===== config.mk =====
export PLATFORM = sky130hd
export DESIGN_NAME = trng_word_collector
export DESIGN_NICKNAME = d
export VERILOG_FILES = /design/src/rtl/trng_word_collector.sv
export SDC_FILE = /design/constraint.sdc
export NUM_CORES = 1
export LEC_CHECK = 0
export ABC_AREA = 1
export BUFFER_PORTS_ARGS = -buffer_cell sky130_fd_sc_hd__buf_2
export CORE_ASPECT_RATIO = 1.25
export CORE_MARGIN = 2
export CORE_UTILIZATION = 59
export CTS_BUF_LIST = sky130_fd_sc_hd__clkbuf_16
export DETAILED_ROUTE_END_ITERATION = 7
export GPL_TIMING_DRIVEN = 0
export PLACE_DENSITY = 0.79
export REMOVE_ABC_BUFFERS = 1
export SYNTH_ARGS = -nofsm -noshare
export SYNTH_HDL_FRONTEND = slang
export SYNTH_SLANG_ARGS = --single-unit
export TNS_END_PERCENT = 30

===== constraint.sdc =====
create_clock -name clk -period 2.59 [get_ports clk]
set_clock_uncertainty 0.15 [all_clocks]
set_input_delay 0.518 -clock clk [delete_from_list [all_inputs] [get_ports clk]]
set_output_delay 0.518 -clock clk [all_outputs]
set_load 0.03 [all_outputs]

===== src/rtl/trng_word_collector.sv =====
// Ring-oscillator TRNG sampler: warm-up, repetition-count health test, LSB-first word packing.
// Define TRNG_DEBIAS_EN to insert von Neumann debiasing on the accepted-bit path.
module trng_word_collector #(
    parameter int unsigned WORD_WIDTH    = 32,
    parameter int unsigned WARMUP_CYCLES = 8,
    parameter int unsigned REP_LIMIT     = 16
) (
    input  logic                  clk,
    input  logic                  rst_n,
    input  logic                  enable,
    input  logic                  trng_in,
    output logic                  trng_en,
    output logic [WORD_WIDTH-1:0] data_o,
    output logic                  valid,
    input  logic                  ready,
    output logic                  health_fail,
    input  logic                  clear_fail
);

    localparam int unsigned BW = $clog2(WORD_WIDTH + 1);
    localparam int unsigned WW = $clog2(WARMUP_CYCLES + 1);
    localparam int unsigned RW = $clog2(REP_LIMIT + 1);
    localparam logic [BW-1:0] LastBit  = BW'(WORD_WIDTH - 1);
    localparam logic [WW-1:0] LastWarm = WW'(WARMUP_CYCLES - 1);
    localparam logic [RW-1:0] RepMax   = RW'(REP_LIMIT);

    typedef enum logic [2:0] {StIdle, StWarmup, StCollect, StFull, StFail} state_e;

    state_e                  state_q, state_d;
    logic [WW-1:0]           warm_q, warm_d;
    logic [BW-1:0]           bit_cnt_q, bit_cnt_d;
    logic [WORD_WIDTH-1:0]   shift_q, shift_d;
    logic [RW-1:0]           rep_q, rep_d;
    logic                    prev_q, prev_d;
    logic [WORD_WIDTH-1:0]   data_q, data_d;
    logic                    valid_q, valid_d;
    logic                    fail_q, fail_d;
    logic                    trng_en_q, trng_en_d;
    logic                    accept, acc_bit, load_word;
    logic [WORD_WIDTH-1:0]   word_next;
`ifdef TRNG_DEBIAS_EN
    logic                    phase_q, phase_d;
`endif

    always_ff @(posedge clk or negedge rst_n) begin
        if (!rst_n) begin
            state_q   <= StIdle;
            warm_q    <= '0;
            bit_cnt_q <= '0;
            shift_q   <= '0;
            rep_q     <= '0;
            prev_q    <= 1'b0;
            data_q    <= '0;
            valid_q   <= 1'b0;
            fail_q    <= 1'b0;
            trng_en_q <= 1'b0;
`ifdef TRNG_DEBIAS_EN
            phase_q   <= 1'b0;
`endif
        end else begin
            state_q   <= state_d;
            warm_q    <= warm_d;
            bit_cnt_q <= bit_cnt_d;
            shift_q   <= shift_d;
            rep_q     <= rep_d;
            prev_q    <= prev_d;
            data_q    <= data_d;
            valid_q   <= valid_d;
            fail_q    <= fail_d;
            trng_en_q <= trng_en_d;
`ifdef TRNG_DEBIAS_EN
            phase_q   <= phase_d;
`endif
        end
    end

    always_comb begin
        state_d   = state_q;
        warm_d    = warm_q;
        bit_cnt_d = bit_cnt_q;
        shift_d   = shift_q;
        rep_d     = rep_q;
        prev_d    = prev_q;
        accept    = 1'b0;
        acc_bit   = 1'b0;
        load_word = 1'b0;
        word_next = shift_q;
`ifdef TRNG_DEBIAS_EN
        phase_d   = phase_q;
`endif
        unique case (state_q)
            StIdle: begin
                if (enable) begin
                    state_d   = StWarmup;
                    warm_d    = '0;
                    bit_cnt_d = '0;
                    shift_d   = '0;
                end
            end
            StWarmup: begin
                if (!enable) begin
                    state_d = StIdle;
                end else if (warm_q == LastWarm) begin
                    state_d = StCollect;
                    rep_d   = '0;
`ifdef TRNG_DEBIAS_EN
                    phase_d = 1'b0;
`endif
                end else begin
                    warm_d = warm_q + 1'b1;
                end
            end
            StCollect: begin
                if (!enable) begin
                    state_d   = StIdle;
                    bit_cnt_d = '0;
                    shift_d   = '0;
                end else begin
                    prev_d = trng_in;
                    // rep_q == 0 marks the first sample since entering COLLECT
                    if (rep_q == '0 || trng_in != prev_q) begin
                        rep_d = RW'(1);
                    end else if (rep_q != RepMax) begin
                        rep_d = rep_q + 1'b1;
                    end
`ifdef TRNG_DEBIAS_EN
                    // Second sample of a pair: prev_q holds the first one
                    phase_d = ~phase_q;
                    if (phase_q && (trng_in != prev_q)) begin
                        accept  = 1'b1;
                        acc_bit = prev_q;
                    end
`else
                    accept  = 1'b1;
                    acc_bit = trng_in;
`endif
                    word_next = shift_q | (WORD_WIDTH'(acc_bit) << bit_cnt_q);
                    if (accept) begin
                        shift_d   = word_next;
                        bit_cnt_d = bit_cnt_q + 1'b1;
                    end
                    if (rep_d == RepMax) begin
                        state_d   = StFail;
                        bit_cnt_d = '0;
                        shift_d   = '0;
                    end else if (accept && bit_cnt_q == LastBit) begin
                        state_d   = StFull;
                        load_word = 1'b1;
                        bit_cnt_d = '0;
                        shift_d   = '0;
                    end
                end
            end
            StFull: begin
                if (ready) begin
                    state_d = enable ? StCollect : StIdle;
                    rep_d   = '0;
`ifdef TRNG_DEBIAS_EN
                    phase_d = 1'b0;
`endif
                end
            end
            StFail: begin
                if (clear_fail) state_d = StIdle;
            end
            default: state_d = StIdle;
        endcase
    end

    // Outputs are registered: decode them from the next state
    always_comb begin
        trng_en_d = (state_d == StWarmup) || (state_d == StCollect) || (state_d == StFull);
        valid_d   = (state_d == StFull);
        fail_d    = (state_d == StFail);
        data_d    = load_word ? word_next : data_q;
    end

    assign trng_en     = trng_en_q;
    assign data_o      = data_q;
    assign valid       = valid_q;
    assign health_fail = fail_q;

endmodule


; ---- After elaboration in Yosys (flattened, before gate mapping)
; Index checks and enable logic that the tools add are counted.
[word_totals]
register_bits = 86
input_bits = 6
out_inout_bits = 35
elab_cells = 85
[op_classes]
add_sub_neg = 3
eq_ne = 19
shifts = 1
muxes = 39
n_bitwise = 1
n_reduce_logical = 12
[ops]
columns = operator, n
row1 = 32-bit two-way mux, 6
row2 = 32-bit one-hot mux with 2 select lines, 1
row3 = 5-bit two-way mux, 8
row4 = 32-bit OR, 1
row5 = 1-bit by 6-bit << shifter with 32-bit output, 1
row6 = 3-bit two-way mux, 8
row7 = 6-bit two-way mux, 4
row8 = 3-bit one-hot mux with 5 select lines, 1
row9 = 5-bit one-hot mux with 3 select lines, 1
row10 = "3-bit by 2-bit == test with 1-bit output, second input constant", 4
row11 = 4-bit two-way mux, 3
row12 = "2-bit != test, second input constant", 6
row13 = 6-bit one-hot mux with 2 select lines, 1
row14 = 4-bit one-hot mux with 2 select lines, 1
row15 = "6-bit by 1-bit adder with 6-bit output, second input constant", 1
row16 = "3-bit by 1-bit == test with 1-bit output, second input constant", 2
row17 = "3-bit == test, second input constant", 2
row18 = "6-bit by 5-bit == test with 1-bit output, second input constant", 1
row19 = "5-bit by 1-bit adder with 5-bit output, second input constant", 1
row20 = "5-bit == test, second input constant", 1
row21 = 5-bit logical NOT, 1
row22 = "5-bit != test, second input constant", 1
row23 = 5-bit AND reduction, 1
row24 = "4-bit by 1-bit adder with 4-bit output, second input constant", 1
row25 = 10 further kinds, 17

; ---- Depth between registers and ports, before layout
; Gate-level depths: netlist (run 1).
[depth]
ltp_word = 12
ltp_mapped = 13

; ---- Least setup slack after synthesis (run 1)
; Ideal clock, no wire load.
[synth_path]
kind = flip-flop to flip-flop
from = register rep_q[0]
to = register data_q[15], in the netlist data_o[15]
setup_time_ns = 0.121
arrival_ns = 1.596
required_time_ns = 2.319
path_slack_ns = 0.723
stages_incl_launch_ff = 13
path_buffers = 2
period_less_slack_ns = 1.867
cell_sequence = dfrtp_1 > inv_1 > ha_1 > nand2_2 > nand2_1 > nor2_2 > nor2_2 > nand2_4 > nand3_4 > buf_12 > buf_6 > nand2_1 > o21ai_2
[synth_via]
elab_chain_len = 9
[synth_rtl]
columns = element, line_no
row1 = start: declaration, 33  ; logic [RW-1:0] rep_q, rep_d;
row2 = start signal: assignment, 65  ; rep_q <= rep_d;
row3 = 5-bit by 1-bit adder with 5-bit output (tied with other cells), 124  ; rep_d = rep_q + 1'b1;
row4 = 5-bit two-way mux / 1-bit logical OR (equally long branches), "123, 121"
row5 = 5-bit two-way mux *, 121  ; if (rep_q == '0 || trng_in != prev_q) begin
row6 = 5-bit two-way mux *, 114  ; if (!enable) begin
row7 = 5-bit two-way mux *, 91  ; unique case (state_q)
row8 = 5-bit == test *, 142  ; if (rep_d == RepMax) begin
row9 = 1-bit two-way mux *, 142
row10 = 1-bit two-way mux *, 114
row11 = 1-bit two-way mux *, 91
row12 = end signal: assignment, 67  ; data_q <= data_d;
row13 = end: declaration, 35  ; logic [WORD_WIDTH-1:0] data_q, data_d;
; Every way passes the cells marked *; elsewhere a longest branch is shown, timed or not. The select of a mux whose other input is x is not followed.
; A chain may end at the register's enable or synchronous reset.

; ---- Final worst setup path (run 1)
[layout_path]
from = register state_q[2]
to = register bit_cnt_q[3]
[layout_via]
elab_chain_len = 3
[layout_rtl]
columns = element, line_no
row1 = start: declaration, 29  ; state_e state_q, state_d;
row2 = start signal: assignment, 47  ; state_q <= StIdle;
row3 = start signal: assignment, 61  ; state_q <= state_d;
row4 = 3-bit by 2-bit == test with 1-bit output / 3-bit logical NOT (equally long branches), 91
row5 = 2-bit nonzero test (no line) / 2-bit != test (equally long branches), n/a
row6 = 2-bit AND reduction (no line), n/a
row7 = end signal: assignment, 63  ; bit_cnt_q <= bit_cnt_d;
row8 = end: declaration, 31  ; logic [BW-1:0] bit_cnt_q, bit_cnt_d;
; Several ways; a longest one is shown, not always the timed one.

==> metrics.txt, run 1 <==
# TYPE chip_impl_metric gauge
chip_impl_metric{name="detailed_router_s_first_iteration_violation_count",unit=""} 369
chip_impl_metric{name="floorplan.io_pins",unit=""} 41
chip_impl_metric{name="clock_transition_at_the_registers_of_the_reported_paths",unit="ps"} 60
chip_impl_metric{name="initial_utilization",unit="%"} 60.2
chip_impl_info{name="most-common-layout-cells",value="nand2_1 (90), dfrtp_1 (86), o21ai_0 (58), a21oi_1 (51), inv_1 (42)"} 1
chip_impl_metric{name="via_count_of_the_first_global_routing_pass",unit=""} 3549
chip_impl_metric{name="place.detailed.instances",unit=""} 626
chip_impl_metric{name="timing.max_cap.violations",unit=""} 0
chip_impl_metric{name="period_minus_slack",unit="ps"} 2680
chip_impl_metric{name="p_leak",unit="nW"} 2.32
chip_impl_metric{name="detail_route.wl_per_cell",unit="µm"} 16.1
chip_impl_metric{name="tightest_slew",unit="ps"} 933
chip_impl_metric{name="clkSinkCount",unit=""} 86
chip_impl_metric{name="antenna_cells_inserted",unit=""} 0
chip_impl_metric{name="clock_tree.buffer_depth",unit=""} 2
chip_impl_metric{name="hold_slack",unit="ps"} -14.8
chip_impl_metric{name="yosys_warnings",unit=""} 0
chip_impl_metric{name="grt_pass1_wl",unit="mm"} 16.5
chip_impl_metric{name="max_slew_margin",unit="%"} 37.7
chip_impl_metric{name="fin_cells",unit=""} 647
chip_impl_metric{name="routabilityCongestion",unit=""} 0.878
chip_impl_metric{name="post_synth.cell_area_avg",unit="µm²"} 8.52
chip_impl_metric{name="numCtsBuffers",unit=""} 9
chip_impl_metric{name="cts_max_level",unit=""} 3
chip_impl_metric{name="hold_buffer_count_at_cts",unit=""} 0
chip_impl_info{name="hp-class",value="primary input to async pin"} 1
chip_impl_metric{name="port_buffers",unit=""} 40
chip_impl_metric{name="drt-total-wl",unit="mm"} 10.4
chip_impl_metric{name="placed_cell_area",unit="µm²"} 4570
chip_impl_metric{name="detail_route.drc_violations",unit=""} 0
chip_impl_metric{name="die_height",unit="µm"} 101
chip_impl_metric{name="worst_skew_pair.late_latency",unit="ps"} 340
chip_impl_info{name="status",value="finished, violations left"} 1
chip_impl_metric{name="tns",unit="ps"} -87.8
chip_impl_metric{name="worst_path_largest_cell_delay",unit="ps"} 530
chip_impl_metric{name="finalCoreUtilization",unit="%"} 67.6
chip_impl_metric{name="antenna_violating_nets_post_route",unit=""} 0
chip_impl_metric{name="netlist-cell-type-count",unit=""} 33
chip_impl_metric{name="nNetsFinal",unit=""} 562
chip_impl_metric{name="fin_crit_sh",unit="%"} 103
chip_impl_metric{name="design.die.area",unit="µm²"} 8180
chip_impl_info{name="cp-start-kind",value="flip-flop"} 1
chip_impl_metric{name="design.core.area",unit="µm²"} 7310
chip_impl_metric{name="peakVddDrop",unit="mV"} 0.389
chip_impl_info{name="layout_commonest_cell",value="nand2_1"} 1
chip_impl_metric{name="power.density_cell_area",unit="nW/µm²"} 581
chip_impl_metric{name="ys_seq_elements",unit=""} 86
chip_impl_metric{name="yosysSeqAreaShare",unit="%"} 48.9
chip_impl_metric{name="fillers",unit=""} 585
chip_impl_metric{name="setup_viol",unit=""} 1
chip_impl_info{name="tritoncts",value="built"} 1
chip_impl_metric{name="synthToLayoutAreaGrowth",unit="%"} 12.3
chip_impl_metric{name="number_of_iterations_in_the_first_detailed_routing_pass",unit=""} 5
chip_impl_info{name="path_class",value="flip-flop to flip-flop"} 1
chip_impl_metric{name="synthesis.area",unit="µm²"} 4400
chip_impl_metric{name="avgViaCountPerCell",unit=""} 5.94
chip_impl_metric{name="netlist_instances",unit=""} 517
chip_impl_metric{name="worst-endpoint-arrival",unit="ps"} 2730
chip_impl_metric{name="overflow",unit=""} 0
chip_impl_metric{name="drive_above_1_share",unit="%"} 23.1
chip_impl_metric{name="vias",unit=""} 3845
chip_impl_metric{name="rows",unit=""} 35
chip_impl_info{name="critical-path-slowest-cell",value="nand2_2"} 1
chip_impl_info{name="failing_checks",value="hold timing, setup timing"} 1
chip_impl_metric{name="maxSlewViolCount",unit=""} 0
chip_impl_info{name="rsz_0062_raised_after_global_routing",value="true"} 1
chip_impl_metric{name="critical_path.max_fanout",unit=""} 17
chip_impl_metric{name="grt_usage",unit="%"} 26.1
chip_impl_metric{name="critPathRequiredTime",unit="ps"} 2640
chip_impl_info{name="critical_path.cell_chain",value="inv_2 > nand3_1 > nand2_2 > clkinvlp_4 > nor3_1 > xor2_1 > a21oi_1"} 1
chip_impl_metric{name="die_w",unit="µm"} 81.3
chip_impl_info{name="cts.root.buffer_cell",value="clkbuf_16"} 1
chip_impl_info{name="worst_setup_path_end_kind",value="flip-flop"} 1
chip_impl_metric{name="postLayoutCellArea",unit="µm²"} 4940
chip_impl_metric{name="largest_net_degree_at_the_start_of_global_routing",unit=""} 53
chip_impl_metric{name="fmax",unit="GHz"} 0.373
chip_impl_metric{name="final.setup.worst_slack",unit="ps"} -87.8
chip_impl_metric{name="initial_antenna_violation_count",unit=""} 0
chip_impl_metric{name="timing.final.hold_violations",unit=""} 16
chip_impl_metric{name="place.detailed.hpwl",unit="mm"} 6.19
==> per-layer routing <==
metal	wire length (µm)	global-route usage, %	vias up
li1	-	-	1801
met1	4410	33.4	1863
met2	5160	42.6	145
met3	534	5.56	36
met4	322	11.2	0
met5	0	0	-
==> final timing paths <==
path                            startpoint            to  slack [ps]  depth (start not counted)
worst min register to register  data_o[21]    data_o[21]         330                          2
worst min-delay path                 rst_n   health_fail         -10                          1
worst max register to register  state_q[2]  bit_cnt_q[3]         -90                          7
worst max-delay path            state_q[2]  bit_cnt_q[3]         -90                          7
max in group asynchronous            rst_n  bit_cnt_q[0]        1680                          2
min in group clk                clear_fail   health_fail         230                          2
==> kinds of logic after synthesis <==
family	after synthesis	synth area share (%)
compound gates	147	19.6
xor+xnor	4	0.795
fa+ha+maj	4	1.14
buf+inv	71	8.01
flops	86	48.9
simple gates	205	21.6
==> Yosys cell counts <==
master     instances  area share [%]
a21boi_0           2            0.34
a21oi_1           51             5.8
a31oi_1            1            0.14
buf_1              2            0.17
buf_12             3             1.4
buf_2              6            0.68
buf_4              1            0.17
buf_6              3            0.77
clkbuf_1           8            0.68
clkbuf_4           1            0.17
clkinv_1           1           0.085
dfrtp_1           86              49
ha_1               4             1.1
inv_1             43             3.7
inv_2              3            0.26
nand2_1           91             7.8
nand2_2           19             2.7
nand2_4            1            0.26
nand3_1           30             3.4
nand3_4            1            0.40
nand4_1            8             1.1
nor2_1            33             2.8
nor2_2             5            0.71
nor2_4             1            0.26
nor3_1             4            0.45
nor4_1            10             1.4
o2111ai_1          1            0.20
o21ai_0           58             6.6
o21ai_1            2            0.23
o21ai_2           30             6.0
o31ai_1            2            0.34
or2_2              2            0.28
xor2_1             4            0.80
==> final cells by class <==
| class | count | area [µm²] | share of cell area [%] |
|---|---|---|---|
| tap | 92 | 115 | 2.33 |
| sequential | 86 | 2150 | 43.5 |
| multi-input combinational | 364 | 1970 | 39.8 |
| timing repair inverter | 1 | 7.51 | 0.152 |
| inverter | 47 | 180 | 3.64 |
| timing repair buffer | 43 | 245 | 4.96 |
| clock buffer | 9 | 225 | 4.55 |
| clock inverter | 5 | 52.6 | 1.06 |
==> repair_timing <==
item	in CTS	in global routing
gates cloned	3	2
resized for setup	5	4
endpoints found under the setup margin	67	53
buffers inserted	0	2
pin swaps	2	3
==> critical path, delay by kind of cell (launching register included) <==
| kind | cells | cell delay [ps] |
|---|---|---|
| XOR/XNOR | 1 | 170 |
| buffers and inverters | 2 | 560 |
| AND/OR/NAND/NOR | 3 | 1240 |
| AO/OA/AOI/OAI | 1 | 50 |
| flip-flops | 1 | 370 |
==> where the power goes <==
part           switching [mW]  internal, mW  leakage, nW
Sequential             0.0214          1.38         1.19
Clock                   0.505         0.731        0.137
Combinational           0.181        0.0572        0.994
==> registers in the layout, summed over array words and instances (netlist names) <==
signal	count
data_o	32
shift_q	32
bit_cnt_q	6
rep_q	5
warm_q	4
state_q	3
health_fail	1
prev_q	1
trng_en	1
valid	1
==> through the flow <==
stage               power, mW  setup slack, ps
floorplan                1.56             86.9
global placement         1.63             -548
detailed placement       1.65             -603
CTS                      2.87            -18.6
global route             2.96             -206
finish                   2.87            -87.8
(Power assumes the default switching activity.)
==> run 2, diff against run 1 <==
--- a/config.mk
+++ b/config.mk
@@ -14,6 +14,7 @@
 export DETAILED_ROUTE_END_ITERATION = 7
 export GPL_TIMING_DRIVEN = 0
 export PLACE_DENSITY = 0.79
+export RECOVER_POWER = 25
 export REMOVE_ABC_BUFFERS = 1
 export SYNTH_ARGS = -nofsm -noshare
 export SYNTH_HDL_FRONTEND = slang
==> metrics.txt, run 2 (synthesized netlist as in run 1, its figures left out) <==
# TYPE chip_impl_metric gauge
chip_impl_metric{name="vias",unit=""} 3865
chip_impl_metric{name="finalCoreUtilization",unit="%"} 67.3
chip_impl_metric{name="reg2regPathDepth",unit=""} 7
chip_impl_metric{name="fillers",unit=""} 586
chip_impl_metric{name="cp_num_buf_inv",unit=""} 2
chip_impl_metric{name="detail_route.wl_per_cell",unit="µm"} 16.1
chip_impl_info{name="worst_setup_path_end_kind",value="flip-flop"} 1
chip_impl_metric{name="initial_antenna_violation_count",unit=""} 0
chip_impl_metric{name="clock_transition_at_the_registers_of_the_reported_paths",unit="ps"} 60
chip_impl_metric{name="antenna_cells_inserted",unit=""} 0
chip_impl_info{name="critical-path-slowest-cell",value="nand2_2"} 1
chip_impl_metric{name="setup_viol",unit=""} 1
chip_impl_metric{name="fmax",unit="GHz"} 0.377
chip_impl_metric{name="synthToLayoutAreaGrowth",unit="%"} 11.7
chip_impl_metric{name="largest_net_degree_at_the_start_of_global_routing",unit=""} 53
chip_impl_metric{name="max_slew_margin",unit="%"} -22.5
chip_impl_metric{name="tns",unit="ps"} -60.3
chip_impl_metric{name="worstSetupPathDepth",unit=""} 7
chip_impl_metric{name="die_height",unit="µm"} 101
chip_impl_metric{name="period_minus_slack",unit="ps"} 2650
chip_impl_metric{name="fin_crit_sh",unit="%"} 102
chip_impl_metric{name="via_count_of_the_first_global_routing_pass",unit=""} 3549
chip_impl_info{name="failing_checks",value="capacitance limit, slew limit, setup timing"} 1
chip_impl_info{name="hp-class",value="primary input to flip-flop"} 1
chip_impl_metric{name="maxSlewViolCount",unit=""} 36
chip_impl_metric{name="detailed_router_s_first_iteration_violation_count",unit=""} 369
chip_impl_metric{name="drt-total-wl",unit="mm"} 10.4
chip_impl_metric{name="min_path_cells",unit=""} 2
chip_impl_metric{name="floorplan.io_pins",unit=""} 41
chip_impl_metric{name="postLayoutCellArea",unit="µm²"} 4920
chip_impl_metric{name="die_w",unit="µm"} 81.3
chip_impl_metric{name="grt_usage",unit="%"} 26.1
chip_impl_info{name="layout_commonest_cell",value="nand2_1"} 1
chip_impl_metric{name="avgViaCountPerCell",unit=""} 5.97
chip_impl_metric{name="clock_tree.buffer_depth",unit=""} 2
chip_impl_metric{name="clkSinkCount",unit=""} 86
chip_impl_metric{name="overflow",unit=""} 0
chip_impl_info{name="most-common-layout-cells",value="nand2_1 (90), dfrtp_1 (86), o21ai_0 (58), a21oi_1 (51), inv_1 (42)"} 1
chip_impl_metric{name="register_area",unit="µm²"} 2150
chip_impl_metric{name="timing.max_cap.violations",unit=""} 1
chip_impl_metric{name="multiInputGateArea",unit="µm²"} 1970
chip_impl_info{name="path_class",value="flip-flop to flip-flop"} 1
chip_impl_info{name="critPathTopFamily",value="simple AND/OR/NAND/NOR gates"} 1
chip_impl_info{name="cp-start-kind",value="flip-flop"} 1
chip_impl_metric{name="placed_cell_area",unit="µm²"} 4570
chip_impl_metric{name="worst_path_largest_cell_delay",unit="ps"} 520
chip_impl_metric{name="timing.final.hold_violations",unit=""} 0
chip_impl_metric{name="design.core.area",unit="µm²"} 7310
chip_impl_metric{name="place.detailed.hpwl",unit="mm"} 6.19
chip_impl_metric{name="routabilityCongestion",unit=""} 0.878
chip_impl_info{name="status",value="finished, violations left"} 1
chip_impl_metric{name="worst-endpoint-arrival",unit="ps"} 2700
chip_impl_metric{name="tightest_slew",unit="ps"} 1840
chip_impl_info{name="rsz_0062_raised_after_global_routing",value="true"} 1
chip_impl_metric{name="numCtsBuffers",unit=""} 9
chip_impl_metric{name="place.detailed.instances",unit=""} 626
chip_impl_metric{name="worst_skew_pair.late_latency",unit="ps"} 340
chip_impl_metric{name="design.die.area",unit="µm²"} 8180
chip_impl_metric{name="cts_max_level",unit=""} 3
chip_impl_metric{name="critical_path.max_fanout",unit=""} 17
chip_impl_metric{name="initial_utilization",unit="%"} 60.2
chip_impl_metric{name="peakVddDrop",unit="mV"} 0.391
chip_impl_metric{name="power.density_cell_area",unit="nW/µm²"} 582
chip_impl_metric{name="rows",unit=""} 35
chip_impl_metric{name="critPathRequiredTime",unit="ps"} 2640
chip_impl_metric{name="nNetsFinal",unit=""} 562
chip_impl_metric{name="antenna_violating_nets_post_route",unit=""} 0
chip_impl_metric{name="port_buffers",unit=""} 40
chip_impl_metric{name="fin_cells",unit=""} 647
chip_impl_info{name="cts.root.buffer_cell",value="clkbuf_16"} 1
chip_impl_metric{name="detail_route.drc_violations",unit=""} 0
chip_impl_metric{name="grt_pass1_wl",unit="mm"} 16.5
chip_impl_metric{name="drive_above_1_share",unit="%"} 22.9
chip_impl_info{name="critical_path.cell_chain",value="inv_2 > nand3_1 > nand2_2 > clkinvlp_4 > nor3_1 > xor2_1 > a21oi_1"} 1
chip_impl_metric{name="final.setup.worst_slack",unit="ps"} -60.3
chip_impl_metric{name="number_of_iterations_in_the_first_detailed_routing_pass",unit=""} 6
chip_impl_info{name="tritoncts",value="built"} 1
chip_impl_metric{name="p_leak",unit="nW"} 2.31
[run 2: final timing paths]
kind                                  from      endpoint  slack [ps]
worst max-delay path            state_q[2]  bit_cnt_q[3]         -60
worst min-delay path            clear_fail   health_fail         230
worst max register to register  state_q[2]  bit_cnt_q[3]         -60
worst min register to register  data_o[21]    data_o[21]         330
max in group asynchronous            rst_n  bit_cnt_q[0]         240
min in group asynchronous            rst_n   health_fail         520
[run 2: power breakdown]
group	total [mW]	switching (mW)	internal [mW]
Sequential	1.40	0.0212	1.38
Combinational	0.233	0.180	0.0532
Clock	1.23	0.503	0.731
Total	2.86	0.704	2.16
[run 2: per-stage QoR]
step	power (mW)	hold slack [ps]	setup WS (ps)
global route	2.96	230	-206
floorplan	1.56	72.4	86.9
detailed placement	1.65	317	-603
CTS	2.87	2.13	-18.6
finish	2.86	226	-60.3
global placement	1.63	313	-548
[run 2: metal layers]
metal  share of wire [%]  GRT usage (%)  routed length, µm  up-vias
met1                  42           33.4               4330     1869
li1                    -              -                  -     1803
met2                  50           42.6               5180      156
met3                 5.4           5.56                564       37
met5                   0              0                  0        -
met4                 3.1           11.2                318        0
[run 2: timing repair]
item,in CTS,in global routing
gates resized for setup,5,4
cloned,3,2
setup endpoints to repair,67,53
buffers inserted,0,2
pin swaps,2,3
hold buffers,0,0
[run 2: layout make-up]
class                           count  share of cell area (%)
Tap cell                           92                    2.34
Clock inverter                      5                    1.07
Sequential cell                    86                    43.7
Inverter                           47                    3.66
Clock buffer                        9                    4.58
Timing Repair inverter              1                   0.153
Multi-Input combinational cell    364                    40.0
Timing Repair Buffer               43                    4.50
